$ cat src/rtl/flag_check_seq.sv
// Flag checker: streams candidate bytes through ROUNDS passes of the
// magic byte transform and compares each result with a programmed table.

// Combinational byte transform, one of four ops per pass.
module magic (
    input  logic [7:0] x,
    input  logic [1:0] op,
    output logic [7:0] y
);

    // Select the transform for this pass
    always_comb begin
        y = x;
        unique case (op)
            2'd0: y = {x[4:0], x[7:5]};
            2'd1: y = (x >> 2) ^ 8'h5A;
            2'd2: y = x + 8'd77;
            2'd3: y = x ^ 8'h33;
            default: y = x;
        endcase
    end

endmodule

module flag_check_seq #(
    parameter int LEN    = 16,
    parameter int IDX_W  = 4,
    parameter int ROUNDS = 2
) (
    input  logic             clk,
    input  logic             rst,
    input  logic             start,
    input  logic             cfg_we,
    input  logic [IDX_W-1:0] cfg_addr,
    input  logic [7:0]       cfg_data,
    input  logic             in_valid,
    input  logic [7:0]       in_data,
    input  logic             in_last,
    output logic             in_ready,
    output logic             busy,
    output logic             done,
    output logic             pass,
    output logic [IDX_W-1:0] fail_idx,
    output logic             len_err
);

    localparam int RND_W = (ROUNDS > 1) ? $clog2(ROUNDS) : 1;

    typedef enum logic [2:0] {
        S_IDLE,
        S_RECV,
        S_XFORM,
        S_CMP,
        S_DONE
    } state_t;

    state_t           state_q, state_d;
    logic [IDX_W-1:0] idx_q, idx_d;
    logic [RND_W-1:0] rnd_q, rnd_d;
    logic [7:0]       work_q, work_d;
    logic             last_q, last_d;
    logic             mis_q, mis_d;
    logic [IDX_W-1:0] fail_idx_q, fail_idx_d;
    logic             len_err_q, len_err_d;
    logic             pass_q, pass_d;
    logic             done_q, done_d;
    logic             busy_q, busy_d;
    logic             in_ready_q, in_ready_d;

    logic [7:0] exp_mem [2**IDX_W];
    logic [7:0] exp_byte;
    logic [7:0] magic_y;
    logic [1:0] op;
    logic       idle_or_done;
    logic       cfg_wr;
    logic       at_end;
    logic       mis_now;

    assign op           = 2'(idx_q) + 2'(rnd_q);
    assign exp_byte     = exp_mem[idx_q];
    assign idle_or_done = (state_q == S_IDLE) || (state_q == S_DONE);
    assign cfg_wr       = cfg_we && idle_or_done &&
                          ({1'b0, cfg_addr} < (IDX_W+1)'(LEN));
    assign at_end       = (idx_q == IDX_W'(LEN - 1));
    assign mis_now      = (work_q != exp_byte);

    magic u_magic (
        .x  (work_q),
        .op (op),
        .y  (magic_y)
    );

    // Expected table: survives reset, writable only while not checking
    always_ff @(posedge clk) begin
        if (cfg_wr) begin
            exp_mem[cfg_addr] <= cfg_data;
        end
    end

    // Next-state and next-output logic for the check sequencer
    always_comb begin
        state_d    = state_q;
        idx_d      = idx_q;
        rnd_d      = rnd_q;
        work_d     = work_q;
        last_d     = last_q;
        mis_d      = mis_q;
        fail_idx_d = fail_idx_q;
        len_err_d  = len_err_q;
        pass_d     = pass_q;
        unique case (state_q)
            S_IDLE, S_DONE: begin
                if (start) begin
                    state_d    = S_RECV;
                    idx_d      = '0;
                    mis_d      = 1'b0;
                    fail_idx_d = '0;
                    len_err_d  = 1'b0;
                    pass_d     = 1'b0;
                end
            end
            S_RECV: begin
                if (in_valid) begin
                    work_d  = in_data;
                    last_d  = in_last;
                    rnd_d   = '0;
                    state_d = S_XFORM;
                end
            end
            S_XFORM: begin
                work_d = magic_y;
                if (rnd_q == RND_W'(ROUNDS - 1)) begin
                    state_d = S_CMP;
                end else begin
                    rnd_d = rnd_q + 1'b1;
                end
            end
            S_CMP: begin
                if (mis_now && !mis_q) begin
                    mis_d      = 1'b1;
                    fail_idx_d = idx_q;
                end
                if (last_q || at_end) begin
                    state_d   = S_DONE;
                    len_err_d = (last_q != at_end);
                    pass_d    = !(mis_q || mis_now) && (last_q == at_end);
                end else begin
                    idx_d   = idx_q + 1'b1;
                    state_d = S_RECV;
                end
            end
            default: state_d = S_IDLE;
        endcase
        in_ready_d = (state_d == S_RECV);
        busy_d     = (state_d == S_RECV) || (state_d == S_XFORM) ||
                     (state_d == S_CMP);
        done_d     = (state_d == S_DONE);
    end

    // Register state, datapath and status outputs
    always_ff @(posedge clk) begin
        if (rst) begin
            state_q    <= S_IDLE;
            idx_q      <= '0;
            rnd_q      <= '0;
            work_q     <= '0;
            last_q     <= 1'b0;
            mis_q      <= 1'b0;
            fail_idx_q <= '0;
            len_err_q  <= 1'b0;
            pass_q     <= 1'b0;
            done_q     <= 1'b0;
            busy_q     <= 1'b0;
            in_ready_q <= 1'b0;
        end else begin
            state_q    <= state_d;
            idx_q      <= idx_d;
            rnd_q      <= rnd_d;
            work_q     <= work_d;
            last_q     <= last_d;
            mis_q      <= mis_d;
            fail_idx_q <= fail_idx_d;
            len_err_q  <= len_err_d;
            pass_q     <= pass_d;
            done_q     <= done_d;
            busy_q     <= busy_d;
            in_ready_q <= in_ready_d;
        end
    end

    assign in_ready = in_ready_q;
    assign busy     = busy_q;
    assign done     = done_q;
    assign pass     = pass_q;
    assign fail_idx = fail_idx_q;
    assign len_err  = len_err_q;

endmodule

$ cat config.mk
export PLATFORM = sky130hd
export DESIGN_NAME = flag_check_seq
export DESIGN_NICKNAME = d
export VERILOG_FILES = /design/src/rtl/flag_check_seq.sv
export SDC_FILE = /design/constraint.sdc
export NUM_CORES = 1
export LEC_CHECK = 0
export ABC_CLOCK_PERIOD_IN_PS = 2330
export CORE_MARGIN = 2
export CORE_UTILIZATION = 54
export DETAILED_ROUTE_END_ITERATION = 10
export PLACE_DENSITY = 0.76
export REMOVE_ABC_BUFFERS = 1
export SLEW_MARGIN = 20
export SYNTH_ARGS = -nofsm -noshare
export SYNTH_HDL_FRONTEND = slang
export SYNTH_SLANG_ARGS = --single-unit
$ cat constraint.sdc
create_clock -name clk -period 2.33 [get_ports clk]
set_input_delay 0.466 -clock clk [delete_from_list [all_inputs] [get_ports clk]]
set_output_delay 0.466 -clock clk [all_outputs]
set_load 0.01 [all_outputs]
Word-level counts from Yosys, hierarchy flattened
Memories as Yosys holds them, arrays and structs flattened. A register that Yosys moved wholly into a read port is not among the register bits. Cells that the tools add are included.

Register bits: 27. Bits in writable memories: 128. Output and inout port bits: 9. Word-level logic and storage cells: 89. Memories kept: 1.

$add $sub $neg: 4. Eq/ne operators: 21. Multiplexer cells: 27. Bitwise logic cells: 2. Reduce and logical (&&, ||, !) cells: 21.

Memories: exp_mem (words 16, width 8, rd ports 1, clocked after memory_dff 1, write ports 1, RTL line 70) `logic [7:0] exp_mem [2**IDX_W];`.

Operators by type and width (count): $pmux W8 S4 (1); $mux W4 (5); $pmux W4 S2 (2); $pmux W8 S2 (1); $eq A3 B2 Y1 const B (4); $mux W3 (4); $ne A2 B2 Y1 const B (6); $pmux W3 S4 (1); $reduce_and A3 Y1 (4); $add A8 B7 Y8 const B (1); $mux W1 (8); $mux W8 (1); $ne A8 B8 Y1 (1); $pmux W1 S2 (4); $eq A3 B1 Y1 const B (2); $eq A3 B3 Y1 const B (2); $logic_or A1 B1 Y1 (5); $add A4 B1 Y4 const B (1); $eq A2 B2 Y1 const B (2); $eq A4 B4 Y1 const B (1); $not A3 Y4 (1); $not A4 Y4 (1); $reduce_and A2 Y1 (2); $reduce_bool A2 Y1 (2); other kinds (10) (13).

Logic depth before layout (Yosys ltp)
Word-level depth: 7. Gate-level depth with buffers: 10. Depth with buffers taken out: 8.

Hierarchy
From an unflattened synthesis, not the netlist that was laid out.

Cells, all modules: 433. Area total of the unflattened synthesis: 6769.0 µm².

Modules (own cells, without submodules): flag_check_seq (instances 1, cells each 381, area each 6434.9 µm², seq. area each 4464.3 µm²); magic (instances 1, cells each 52, area each 334.1 µm², seq. area each 0.0 µm²).

Worst setup path before layout
Ideal clock, no wire load.

Path type: flip-flop to flip-flop. Start: register with a tool-made name. End: register fail_idx_q[0] (netlist: fail_idx[0]). Library setup time: 0.072 ns. Arrival time: 2.266 ns. Required time: 2.258 ns. Path slack: -0.008 ns. Cell stages (with the launch flop): 10. Buffers on the path: 2. Path through: dfxtp_1 > buf_4 > buf_6 > mux4_2 > mux2i_1 > xor2_1 > a41oi_1 > a31oi_2 > a211oi_4 > mux2i_1.

RTL lines: end signal: assignment (RTL line 182) `fail_idx_q <= fail_idx_d;`; end: declaration (RTL line 63) `logic [IDX_W-1:0] fail_idx_q, fail_idx_d;`.

==> impl_metrics.json <==
{
  "finalHoldViolations": 0,
  "die_y_um": 116,
  "grt_max_degree": 23,
  "post-route-period-util_pct": 108,
  "floorplan.initialDensity_pct": 54.8,
  "slew_headroom_pct": 58.0,
  "timing.max_cap.violations": 0,
  "worst_ep_arrival_time_ns": 2.87,
  "critical-path-max-stage-delay_ns": 0.54,
  "io_buf_count": 34,
  "p_switching_mw": 1.45,
  "drt_pre_antenna_iters": 5,
  "p_clk_share_pct": 44.1,
  "cp.required_ns": 2.68,
  "clkSinkCount": 159,
  "fp-row-count": 41,
  "cts_hold_buf": 0,
  "core-area_um2": 12500,
  "intPower_mw": 4.90,
  "design.final.nets": 552,
  "r2r_setup_slack_ns": -0.19,
  "cts_buf_count": 17,
  "final_layout_size_suffix_gt1_share_pct": 22.1,
  "syn-instance-count": 448,
  "synthTopCellsByArea": "edfxtp_1, dfxtp_1, mux2i_1",
  "cp_endpoint_kind": "register",
  "area_growth_pct": 22.7,
  "globalRouteTotalUtil_pct": 23.5,
  "yosys_warnings": 0,
  "cts_max_level": 4,
  "clock_pin_slew_of_the_registers_on_the_worst_case_setup_and_hold_paths_ns": 0.07,
  "path_max_fanout": 6,
  "postSynth.topFlopCell": "edfxtp_1",
  "drt_iter0_markers": 475,
  "comb_power_share_pct": 6.2,
  "synthDominantAreaCellType": "edfxtp_1",
  "synth_cell_type_count": 46,
  "number_of_drc_violations_after_detailed_routing": 0,
  "synth_largest_type_area_fraction_pct": 56.3,
  "hold_depth": 2,
  "setup_ws_final_ns": -0.186,
  "cell_area_power_density_nw_per_um2": 759,
  "worstReg2RegEnd": "fail_idx[2]",
  "timing_max_transition_violations_final": 0,
  "clock_insertion_delay_worst_skew_ns": 0.43,
  "cts_tree": "done",
  "design.die.area_um2": 13600,
  "critical_path.startpoint_type": "register",
  "min_delay_worst_endpoint": "fail_idx[1]",
  "total_congestion_overflow_after_global_routing": 0,
  "post_drt_via_cell_ratio": 5.86,
  "fmaxAchievable_mhz": 397,
  "power.switching_fraction_pct": 22.9,
  "synth.avg_cell_area_um2": 15.2,
  "insertedDiodeCount": 0,
  "route.vias.total": 4143,
  "place.detailed.instances": 669,
  "clock_skews_ns": 0.00800,
  "hold_class": "reg -> reg",
  "drt-wirelength-per-cell_um": 21.2,
  "grt_antenna_before_repair": 0,
  "violations": "negative setup slack",
  "power.static_leakage_nw": 2.76,
  "ant_nets": 0,
  "r2r.worst_path.cells": 10,
  "first_global_vias": 4093,
  "global_route_wire_length_before_repair_um": 22900,
  "sequentialPowerShare_pct": 49.7,
  "min_delay_startpoint": "fail_idx[1]",
  "synth-edff-count": 128,
  "width_of_the_chip_um": 116,
  "unrepaired_setup_endpoints_after_global_routing": "yes",
  "cts_root_buffer": "clkbuf_16",
  "final_cell_count_no_fill": 707,
  "worst_ir_drop_vdd_mv": 0.575,
  "layout.cells.most_common": "edfxtp_1",
  "crit_chain": "buf_12, mux4_2, mux2i_4, xor2_2, buf_4, a41oi_4, a31oi_4, a211oi_4, buf_6, mux2i_1",
  "setup-tns-final_ns": -1.07,
  "dp_hpwl_um": 9280,
  "type_of_the_worst_setup_path": "reg -> reg",
  "post_synth_instance_area_um2": 6830,
  "synthArstFlopShare_pct": 0,
  "wl_um": 15000,
  "timing_worst_slew_pin_value_ns": 0.628,
  "synth.yosys.seq_area_share_pct": 65.4,
  "critPathSlowestCell": "mux4_2",
  "postSynthRegisterBits": 159,
  "max-clock-path-buffers": 2,
  "placement.setup.worst_slack_ns": -0.217,
  "finalSetupViolCount": 6,
  "top_level_ports": 35,
  "final.min_clock_period_ns": 2.52,
  "place_congestion": 0.894,
  "final_cell_mix": "edfxtp_1, mux2i_1, nor2_1, buf_4, clkdlybuf4s50_1",
  "outcome": "finished with violations"
}
==> per-layer routing <==
metal	vias up	routed length (um)	GRT usage [%]	share of wire, %
met5	-	0	0	0
met4	0	215	7.14	1.4
met3	24	874	5.86	5.8
met2	137	7630	39.2	51
met1	2104	6290	30.7	42
li1	1878	-	-	-
==> what timing repair did <==
item | 4_1_cts | 5_1_grt
pin swaps | 4 | 5
buffers inserted | 5 | 2
gates resized for setup | 5 | 18
setup endpoints to repair | 6 | 6
==> per-stage QoR <==
step	power (mW)	utilization, %	hold WS, ns	cell area [um2]
floorplan	3.40	-	0.476	6680
global placement	3.57	61.2	0.484	7620
detailed placement	3.58	61.2	0.481	7620
CTS	6.37	66.5	0.504	8290
global route	6.54	67.2	0.523	8380
finish	6.36	67.2	0.500	8380
==> how the worst max path moves through the flow <==
stage	from	depth (start not counted)	endpoint
6_report	register	10	fail_idx[2]
5_1_grt	register	10	pass
4_1_cts	register	9	mis_q
3_5_place_dp	register	9	fail_idx[2]
3_3_place_gp	register	9	fail_idx[0]
2_1_floorplan	register	7	fail_idx[0]
==> sequential cells by signal, indices dropped and copies added, names as in the netlist, named ones only <==
name and count:
mis_q 1, pass 1, len_err 1, last_q 1, done 1, busy 1
work_q 8, fail_idx 4, in_ready 1, idx_q 4, rnd_q 1, exp_mem 128
state_q 3
==> critical path: cells and delay by family, from the launching register on <==
family	cells	cell delay (ns)
AOI/OAI and AO/OA	3	0.49
xor gates and xnor gates	1	0.14
DFF	1	0.40
muxes	3	0.93
buffers and inverters	3	0.47
==> power groups by stage <==
stage	Sequential, mW	Clock, mW	Combinational, mW
2_1_floorplan	3.21	0	0.184
3_3_place_gp	3.22	0	0.351
3_5_place_dp	3.22	0	0.363
4_1_cts	3.16	2.84	0.376
5_1_grt	3.16	2.95	0.427
6_report	3.16	2.81	0.392
==> layout make-up <==
cell class                 count  area (um2)
multi-input combinational    254        2280
fill                         835        4090
tap                          172         215
timing repair buffer          81         776
sequential                   159        4470
clock buffer                  17         425
clock inverter                15         178
inverter                       9        33.8
==> cell families (layout without fill, tap and decap cells) <==
logic type / Yosys count / count (layout) / synth area share, %
flip-flops: 159 / 159 / 65.4
AO/OA/AOI/OAI: 46 / 46 / 4.82
AND/OR/NAND/NOR: 98 / 98 / 7.24
adder cells (fa/ha/maj): 4 / 4 / 0.733
buffers and inverters: 35 / 122 / 2.69
XOR/XNOR: 25 / 25 / 3.21
multiplexers: 81 / 81 / 15.9
==> synth_stat cells, types with 3 or more instances <==
| master | n |
|---|---|
| nand3_1 | 3 |
| buf_6 | 3 |
| xnor2_1 | 10 |
| nand2_1 | 8 |
| o21ai_0 | 4 |
| ha_1 | 4 |
| mux2i_1 | 58 |
| nand2b_1 | 6 |
| clkbuf_1 | 17 |
| nand4_1 | 4 |
| mux4_2 | 22 |
| a211oi_1 | 10 |
| a21oi_1 | 11 |
| inv_1 | 9 |
| nor2_1 | 42 |
| dfxtp_1 | 31 |
| xor2_1 | 15 |
| nand3b_1 | 7 |
| buf_4 | 3 |
| a31oi_1 | 6 |
| nor3_1 | 17 |
| edfxtp_1 | 128 |
No activity file was read; power rests on OpenSTA's default activity.
